$ cat config.mk
export PLATFORM = sky130hd
export DESIGN_NAME = regfile_dump_flat
export DESIGN_NICKNAME = d
export VERILOG_FILES = /design/src/rtl/regdump_pkg.sv /design/src/rtl/regfile_dump_if.sv /design/src/rtl/regfile_dump_word_serializer.sv /design/src/rtl/regfile_dump.sv /design/src/flat_wrapper.sv
export SDC_FILE = /design/constraint.sdc
export NUM_CORES = 1
export LEC_CHECK = 0
export BUFFER_PORTS_ARGS = -buffer_cell sky130_fd_sc_hd__buf_2
export CELL_PAD_IN_SITES_DETAIL_PLACEMENT = 1
export CELL_PAD_IN_SITES_GLOBAL_PLACEMENT = 1
export CORE_UTILIZATION = 40
export DETAILED_ROUTE_END_ITERATION = 8
export PLACE_DENSITY = 0.84
export SYNTH_ARGS = -nofsm -noshare
export SYNTH_HDL_FRONTEND = slang
export SYNTH_SLANG_ARGS = --single-unit
$ cat constraint.sdc
create_clock -name clk -period 4.1 [get_ports clk]
set_clock_uncertainty 0.15 [all_clocks]
set_input_delay 0 -clock clk [delete_from_list [all_inputs] [get_ports clk]]
set_output_delay 0 -clock clk [all_outputs]
set_load 0.03 [all_outputs]
$ cat src/rtl/regdump_pkg.sv
// Shared types and default sizes for the register-file dump reader.
package regdump_pkg;

  typedef enum logic [1:0] {
    IDLE = 2'd0,
    LOAD = 2'd1,
    SEND = 2'd2,
    DONE = 2'd3
  } state_t;

  localparam int NREGS_DEFAULT = 32;
  localparam int ABITS_DEFAULT = 5;
  localparam int DW_DEFAULT    = 64;
  localparam int NBYTES        = DW_DEFAULT / 8;

endpackage

$ cat src/rtl/regfile_dump_if.sv
// Byte stream toward the host/debug link.
// Handshake: a byte moves on a rising edge where tx_valid && tx_ready; once
// tx_valid rises, tx_data/tx_last hold and tx_valid stays high until that edge.
interface regfile_dump_if;
  logic [7:0] tx_data;
  logic       tx_valid;
  logic       tx_ready;
  logic       tx_last;

  modport master (output tx_data, output tx_valid, output tx_last, input tx_ready);
  modport slave  (input tx_data, input tx_valid, input tx_last, output tx_ready);
endinterface

$ cat src/rtl/regfile_dump_word_serializer.sv
// Parallel-load shift register that emits one DW-bit word as bytes, LSB first.
module word_serializer #(
  parameter int DW = 64
) (
  input  logic          clk,
  input  logic          reset,
  input  logic          load_i,
  input  logic [DW-1:0] data_i,
  input  logic          fire_i,
  output logic [7:0]    tx_data_o,
  output logic          word_done_o,
  output logic          last_byte_o
);
  localparam int NB = DW / 8;
  localparam int BW = (NB > 1) ? $clog2(NB) : 1;

  logic [DW-1:0] shreg_q, shreg_d;
  logic [BW-1:0] bcnt_q, bcnt_d;

  assign last_byte_o = (bcnt_q == BW'(NB - 1));
  assign word_done_o = fire_i && last_byte_o;
  assign tx_data_o   = shreg_q[7:0];

  // The final byte's accept leaves the word in place; the next load replaces it.
  always_comb begin
    shreg_d = shreg_q;
    bcnt_d  = bcnt_q;
    if (load_i) begin
      shreg_d = data_i;
      bcnt_d  = '0;
    end else if (fire_i && !last_byte_o) begin
      shreg_d = shreg_q >> 8;
      bcnt_d  = bcnt_q + BW'(1);
    end
  end

  always_ff @(posedge clk) begin
    if (reset) begin
      shreg_q <= '0;
      bcnt_q  <= '0;
    end else begin
      shreg_q <= shreg_d;
      bcnt_q  <= bcnt_d;
    end
  end
endmodule

$ cat src/rtl/regfile_dump.sv
// Walks register addresses 0..NREGS-1 through a spare read port and streams
// each captured word out byte-serially, little-endian.
module regfile_dump
  import regdump_pkg::*;
#(
  parameter int NREGS = NREGS_DEFAULT,
  parameter int ABITS = ABITS_DEFAULT,
  parameter int DW    = DW_DEFAULT
) (
  input  logic             clk,
  input  logic             reset,
  input  logic             start,
  output logic [ABITS-1:0] ra,
  input  logic [DW-1:0]    rd,
  output logic             busy,
  output logic             done,
  output state_t           dbg_state,
  regfile_dump_if.master   tx
);
  state_t           state_q, state_d;
  logic [ABITS-1:0] idx_q, idx_d;
  logic             load, fire, word_done, last_byte, last_reg;

  assign last_reg  = (idx_q == ABITS'(NREGS - 1));
  assign fire      = tx.tx_valid && tx.tx_ready;
  assign ra        = idx_q;
  assign busy      = (state_q != IDLE);
  assign dbg_state = state_q;
  assign tx.tx_last = (state_q == SEND) && last_reg && last_byte;

  always_comb begin
    state_d     = state_q;
    idx_d       = idx_q;
    load        = 1'b0;
    tx.tx_valid = 1'b0;
    done        = 1'b0;
    unique case (state_q)
      IDLE: begin
        if (start) begin
          idx_d   = '0;
          state_d = LOAD;
        end
      end
      LOAD: begin
        load    = 1'b1;
        state_d = SEND;
      end
      SEND: begin
        tx.tx_valid = 1'b1;
        if (word_done) begin
          if (last_reg) begin
            state_d = DONE;
          end else begin
            idx_d   = idx_q + ABITS'(1);
            state_d = LOAD;
          end
        end
      end
      DONE: begin
        done    = 1'b1;
        state_d = IDLE;
      end
      default: state_d = IDLE;
    endcase
  end

  always_ff @(posedge clk) begin
    if (reset) begin
      state_q <= IDLE;
      idx_q   <= '0;
    end else begin
      state_q <= state_d;
      idx_q   <= idx_d;
    end
  end

  word_serializer #(.DW(DW)) u_ser (
    .clk         (clk),
    .reset       (reset),
    .load_i      (load),
    .data_i      (rd),
    .fire_i      (fire),
    .tx_data_o   (tx.tx_data),
    .word_done_o (word_done),
    .last_byte_o (last_byte)
  );
endmodule

$ cat src/flat_wrapper.sv
// flat-port wrapper written by rule: the top's interface ports become plain ports
module regfile_dump_flat import regdump_pkg::*;
#(
  parameter int NREGS = NREGS_DEFAULT,
  parameter int ABITS = ABITS_DEFAULT,
  parameter int DW    = DW_DEFAULT
)
  (clk, reset, start, ra, rd, busy, done, dbg_state, tx_tx_data, tx_tx_valid, tx_tx_last, tx_tx_ready);
  regfile_dump_if tx_i ();
  input  logic clk;
  input  logic reset;
  input  logic start;
  output logic [ABITS-1:0] ra;
  input  logic [DW-1:0] rd;
  output logic busy;
  output logic done;
  output state_t dbg_state;
  output wire logic [$bits(tx_i.tx_data)-1:0] tx_tx_data;
  output wire logic [$bits(tx_i.tx_valid)-1:0] tx_tx_valid;
  output wire logic [$bits(tx_i.tx_last)-1:0] tx_tx_last;
  input wire logic [$bits(tx_i.tx_ready)-1:0] tx_tx_ready;
  assign tx_tx_data = tx_i.tx_data;
  assign tx_tx_valid = tx_i.tx_valid;
  assign tx_tx_last = tx_i.tx_last;
  assign tx_i.tx_ready = tx_tx_ready;
  regfile_dump #(.NREGS(NREGS), .ABITS(ABITS), .DW(DW)) u_core (.clk(clk), .reset(reset), .start(start), .ra(ra), .rd(rd), .busy(busy), .done(done), .dbg_state(dbg_state), .tx(tx_i));
endmodule
==> impl_metrics.csv, run 1 <==
group,metric,value,unit
outcome,status,"finished clean",
finish,nets,554,
routing,ant_nets,0,
die,ios,87,
die,die_h,91.3,um
sta,fmax,373,MHz
finish,antenna_cells,0,
finish,syn2layout_area_growth,37.9,%
die,die_x,91.3,um
synthesis,yosys_warnings,0,
sta,fin_crit_sh,65.5,%
clock_network,post_cts_buffers,0,
die,die-area,8330,sq um
sta,rsz0062_at_grt,"no",
synthesis,ys_async_sr_fraction,0,%
synthesis,synth_seq_cells,74,
global_route,grt_max_degree,65,
clock_network,cts-htree-levels,3,
finish,nFillCells,898,
worst_setup_path,cp-start-kind,"register",
synthesis,synthFlopType,"dfxtp_1",
routing,drtIter0Drc,223,
clock_network,clk_pin_slew,0.08,ns
sta,finalSetupViolations,0,
synthesis,seq_area_frac_synth,46.4,%
sta,final_hold_viol_count,0,
synthesis,synth_edf_count,0,
routing,drc_errors,0,
worst_setup_path,crit_start,"u_core.u_ser.bcnt_q[0]$_SDFFE_PP0P_",
routing,wirelength,10.2,mm
global_route,track_usage,25.5,%
routing,vias,3294,
synthesis,syn_area_per_cell,8.86,sq um
clock_network,clk_latency,0.35,ns
clock_network,cts_tree,"yes",
placement,dp.cells,506,
routing,via_per_inst,5.59,
sta,tns,0,ns
routing,wl_per_cell,17.3,um
worst_setup_path,r2r_cells,6,
synthesis,synth_fp_nets,432,
clock_network,cts-resized-gates,0,
routing,first_pass_iters,5,
worst_setup_path,setup.worst_path.end,"u_core.u_ser.shreg_q[8]$_SDFFE_PP0P_",
finish,layout-drive-gt1-share,22.6,%
sta,fin_hold_ws,0.0829,ns
die,initial_core_util,41.3,%
synthesis,synth.distinct_cells,35,
global_route,overflow,0,
sta,period_needed,2.68,ns
worst_setup_path,crit-reg2reg-launch,"u_core.u_ser.bcnt_q[0]$_SDFFE_PP0P_",
power_and_ir_drop,p_leak,1.68,nW
sta,max-slew-margin-rel,32.7,%
job,maxCapViolCount,0,
clock_network,cts_sinks,74,
global_route,antenna_found_initial,0,
hold_path,hp-class,"in2reg",
clock_network,cts_buffers,9,
sta,drv_slew,0,
worst_setup_path,crit_fanout,36,
worst_setup_path,crit_required,4.20,ns
finish,final_area,4400,sq um
finish,post-route-util,56.9,%
finish,finalNonFillerCells,589,
clock_network,root_buffer,"clkbuf_8",
worst_setup_path,arrival,2.78,ns
finish,multi_input_comb_area,1460,sq um
sta,tightestPinTransition,1.01,ns
worst_setup_path,reg2reg_setup_slack,1.42,ns
worst_setup_path,crit_type,"reg2reg",
synthesis,synth_cells,360,
die,core-area,7730,sq um
worst_setup_path,r2r-end,"u_core.u_ser.shreg_q[8]$_SDFFE_PP0P_",
synthesis,synth_area,3190,sq um
placement,dp_hpwl,5.46,mm
global_route,grt_pass1_vias,3394,
power_and_ir_drop,cellPowerDensity,359,nW/um^2
placement,dpl_cell_area,3530,sq um
power_and_ir_drop,peakVddDrop,0.000159,V
worst_setup_path,cp-end-kind,"register",
clock_network,holdBufCountCts,67,
clock_network,clockBufferDepth,2,
finish,seq_area,1480,sq um
placement,numPortBuffers,86,
placement,place.gp.congestion,0.750,
die,num_rows,32,
global_route,grt_pass1_wl,16.6,mm
-- registers in the layout (all words and copies together) (netlist names) --
register,cells
u_core.u_ser.shreg_q,64
u_core.ra,5
u_core.u_ser.bcnt_q,3
u_core.dbg_state,2
-- cells in the mapped netlist, types with 2 or more instances --
cell type,n,area share (%)
mux2i_1,2,0.63
nand3_1,67,11
nand4b_1,3,0.82
dfxtp_1,74,46
nor2b_1,2,0.39
ha_1,4,1.6
nand2_1,10,1.2
clkbuf_1,10,1.2
buf_4,14,3.3
buf_2,16,2.5
and2_1,2,0.39
a22oi_1,55,13
inv_1,2,0.24
buf_1,3,0.35
nand2b_1,4,0.78
buf_6,3,1.1
o2bb2ai_1,2,0.55
nor2_1,2,0.24
and3_1,2,0.39
nor3_1,3,0.47
o31ai_1,2,0.47
a21oi_1,65,10
-- worst max-delay path, stage by stage (launching register included) --
cell and delay [ns]:
dfxtp_1 0.33, ha_1 0.22, ha_1 0.26, and4bb_2 0.86, buf_4 0.40, nand2_1 0.08
a311oi_1 0.26
-- area by class of cell --
| cell class | count | share of cell area [%] |
|---|---|---|
| tap | 102 | 2.90 |
| clock buffer | 10 | 2.90 |
| timing repair buffer | 157 | 25.7 |
| multi-input combinational | 238 | 33.1 |
| sequential | 74 | 33.7 |
| inverter | 2 | 0.171 |
| clock inverter | 6 | 1.51 |
-- per-layer routing --
| layer | track usage, % | routed length, um |
|---|---|---|
| met1 | 28.4 | 4010 |
| met2 | 47.0 | 5550 |
| met3 | 4.86 | 361 |
| met4 | 11.2 | 275 |
| met5 | 0 | 0 |
-- power by group --
part	internal [mW]	switching, mW	leakage (nW)	total [mW]
Combinational	0.110	0.125	0.989	0.235
Clock	0.282	0.285	0.0889	0.567
Sequential	0.754	0.0243	0.602	0.778
-- cells by family after synthesis --
| kind of cell | Yosys count | share of synthesized area, % |
|---|---|---|
| compound gates | 129 | 25.3 |
| simple gates | 102 | 17.1 |
| fa+ha+maj | 4 | 1.57 |
| buf+inv | 48 | 8.63 |
| flops | 74 | 46.4 |
| xor+xnor | 1 | 0.275 |
| mux | 2 | 0.628 |
-- worst min path at each step --
stage | start | to | slack, ns | cells after the start
floorplan | rd[56] | u_core.u_ser.shreg_q[56]$_SDFFE_PP0P_ | -0.01 | 2
detailed placement | rd[56] | u_core.u_ser.shreg_q[56]$_SDFFE_PP0P_ | 0.1 | 3
global placement | rd[60] | u_core.u_ser.shreg_q[60]$_SDFFE_PP0P_ | 0.09 | 3
global route | reset | u_core.u_ser.shreg_q[31]$_SDFFE_PP0P_ | 0.11 | 2
finish | reset | u_core.dbg_state[1]$_SDFFE_PP0P_ | 0.08 | 2
CTS | reset | u_core.dbg_state[1]$_SDFFE_PP0P_ | 0.08 | 2
-- stage by stage --
step / setup WS (ns) / power, mW
finish: 1.42 / 1.58
global route: 1.23 / 1.66
CTS: 1.42 / 1.58
detailed placement: 1.45 / 0.974
global placement: 1.54 / 0.968
floorplan: 2.20 / 0.914
-- layout by cell type, fill, tap and decap left out, types with 3 or more instances in the layout --
cell	instances
a21oi_1	65
a22oi_1	55
buf_2	86
buf_4	4
clkbuf_8	9
clkinvlp_4	3
dfxtp_1	74
dlygate4sd3_1	67
ha_1	4
nand2_1	10
nand2b_1	3
nand3_1	67
nand4b_1	3
nor3_1	3
(Power assumes the default switching activity.)
==> run 2, diff against run 1 <==
- CORE_UTILIZATION: 40 -> 35
- PLACE_DENSITY: 0.84 -> 0.78
- clock period: 4.1 -> 2.25 ns (I/O delays scaled with it)
==> run 2 against run 1 <==
Global-route usage is 4.3 points lower. Utilization is 5.9 points lower. Non-clock buffer count grew 4. Via count fell by 2.7%. Setup slack lost 1.2 ns. Sequential power up 83%. Critical path depth is 1 lower. Combinational power is 87% higher. Critical path type is now in2reg. Critical endpoint is now u_core.dbg_state[0]$_SDFFE_PP0P_. Largest power group unchanged. Highest routed layer unchanged.
==> impl_metrics.csv, run 2 (synthesis results as in run 1) <==
group,metric,value,unit
sta,finalSetupViolations,0,
clock_network,cts-htree-levels,3,
power_and_ir_drop,power_frac_seq,49.6,%
routing,wl_per_cell,16.6,um
die,ios,87,
worst_setup_path,crit_type,"in2reg",
outcome,status,"finished clean",
finish,final_cell_mix,"86 x buf_2, 74 x dfxtp_1, 68 x dlygate4sd3_1, 67 x nand3_1, 65 x a21oi_1",
worst_setup_path,cp-start-kind,"input port",
clock_network,clk_latency,0.34,ns
sta,fin_crit_sh,90.9,%
global_route,grt_pass1_vias,3311,
global_route,antenna_found_initial,0,
power_and_ir_drop,p_leak,1.72,nW
placement,numPortBuffers,86,
global_route,overflow,0,
die,die_x,97.5,um
worst_setup_path,cp-end-kind,"register",
sta,tns,0,ns
clock_network,root_buffer,"clkbuf_8",
finish,nFillCells,1042,
sta,drv_slew,0,
finish,antenna_cells,0,
worst_setup_path,crit-reg2reg-launch,"u_core.u_ser.bcnt_q[0]$_SDFFE_PP0P_",
hold_path,hp-start,"rd[63]",
sta,setup_ws,0.204,ns
placement,dp_hpwl,5.61,mm
placement,pre_cts_ws,0.265,ns
global_route,track_usage,21.2,%
routing,via_per_inst,5.36,
power_and_ir_drop,power.total,2.86,mW
routing,first_pass_iters,5,
worst_setup_path,reg2reg_setup_slack,0.25,ns
worst_setup_path,arrival,2.13,ns
sta,tightestPinTransition,0.602,ns
power_and_ir_drop,power.switching,0.736,mW
worst_setup_path,r2r-end,"u_core.u_ser.bcnt_q[1]$_SDFFE_PP0P_",
routing,vias,3205,
worst_setup_path,setup.worst_path.end,"u_core.dbg_state[0]$_SDFFE_PP0P_",
finish,layout_commonest_cell,"buf_2",
power_and_ir_drop,swShare,25.8,%
sta,rsz0062_at_grt,"no",
power_and_ir_drop,cellPowerDensity,639,nW/um^2
clock_network,cts-resized-gates,0,
worst_setup_path,slowest_delay,0.58,ns
clock_network,cts_buffers,9,
worst_setup_path,crit_top_cell,"dlygate4sd3_1",
hold_path,hold_depth,4,
clock_network,clockBufferDepth,2,
die,die_h,97.5,um
routing,drtIter0Drc,171,
clock_network,cts_tree,"yes",
worst_setup_path,cp_cell_sequence,"dlygate4sd3_1 > buf_2 > buf_4 > a211oi_1 > dlygate4sd3_1",
placement,place.gp.congestion,0.796,
worst_setup_path,crit_fanout,58,
worst_setup_path,crit_start,"reset",
sta,fmax,489,MHz
global_route,grt_pass1_wl,16.2,mm
routing,ant_nets,0,
power_and_ir_drop,p_clk_share,35.0,%
sta,max-slew-margin-rel,59.9,%
sta,period_needed,2.05,ns
routing,wirelength,9.91,mm
clock_network,cts_sinks,74,
die,initial_core_util,36.4,%
finish,nets,558,
worst_setup_path,crit_slowest_cell,"dlygate4sd3_1",
clock_network,clk_pin_slew,0.07,ns
job,maxCapViolCount,0,
power_and_ir_drop,p_int,2.12,mW
global_route,grt_max_degree,66,
finish,largest_reg_flops,64,
die,die-area,9500,sq um
die,num_rows,34,
finish,top_register,"u_core.u_ser.shreg_q",
worst_setup_path,r2r_cells,6,
sta,final_hold_viol_count,0,
routing,drc_errors,0,
finish,layout-drive-gt1-share,22.7,%
die,core-area,8760,sq um
hold_path,hp-class,"in2reg",
power_and_ir_drop,combPwrFrac,15.4,%
worst_setup_path,crit_required,2.33,ns
power_and_ir_drop,peakVddDrop,0.000348,V
finish,syn2layout_area_growth,40.1,%
## run 2: changes by cell type in the layout (fill, tap and decap cells not counted), sizes merged
cell         delta
buf             +3
clkbuf          +2
clkinv          +1
clkinvlp        -3
dlygate4sd3     +1
inv             -1
## run 2: metrics by stage
step	util (%)	instances	instance area, sq um	hold WS (ns)
floorplan	-	360	3190	-0.0140
global placement	41.1	515	3600	0.0928
detailed placement	41.1	515	3600	0.0994
CTS	51.0	598	4470	0.276
global route	51.0	598	4470	0.311
finish	51.0	598	4470	0.299
## run 2: worst min path at each step
stage	to	slack (ns)
floorplan	u_core.u_ser.shreg_q[56]$_SDFFE_PP0P_	-0.01
global placement	u_core.u_ser.shreg_q[60]$_SDFFE_PP0P_	0.09
detailed placement	u_core.u_ser.shreg_q[59]$_SDFFE_PP0P_	0.1
CTS	u_core.u_ser.shreg_q[63]$_SDFFE_PP0P_	0.28
global route	u_core.u_ser.shreg_q[61]$_SDFFE_PP0P_	0.31
finish	u_core.u_ser.shreg_q[63]$_SDFFE_PP0P_	0.30
## run 2: critical path: cells and delay by family
kind	cells	cell delay [ns]
compound gates	1	0.08
buf+inv	4	2.01
## run 2: area by class of cell
cell class                 count  area (sq um)  area share, %
sequential                    74          1480           33.2
timing repair buffer         161          1200           26.9
clock inverter                 3          40.0          0.896
tap                          108           135           3.03
multi-input combinational    238          1460           32.6
clock buffer                  12           145           3.25
inverter                       2          7.51          0.168
## run 2: layer usage
layer	wire length (um)	part of all wire, %	GRT usage [%]
met1	4130	42	24.8
met2	5260	53	38.7
met3	378	3.8	4.03
met4	147	1.5	6.67
met5	0	0	0
## run 2: power by group through the flow
stage	clock (mW)	sequential, mW	combinational (mW)
floorplan	0	1.43	0.233
global placement	0	1.44	0.337
detailed placement	0	1.45	0.344
CTS	1.03	1.42	0.438
global route	1.08	1.42	0.481
finish	0.999	1.42	0.440
## run 2: timing repair
| action | CTS | global route |
|---|---|---|
| hold endpoints to repair | 68 | 0 |
| setup buffers | 0 | 0 |
| hold buffers | 68 | 0 |
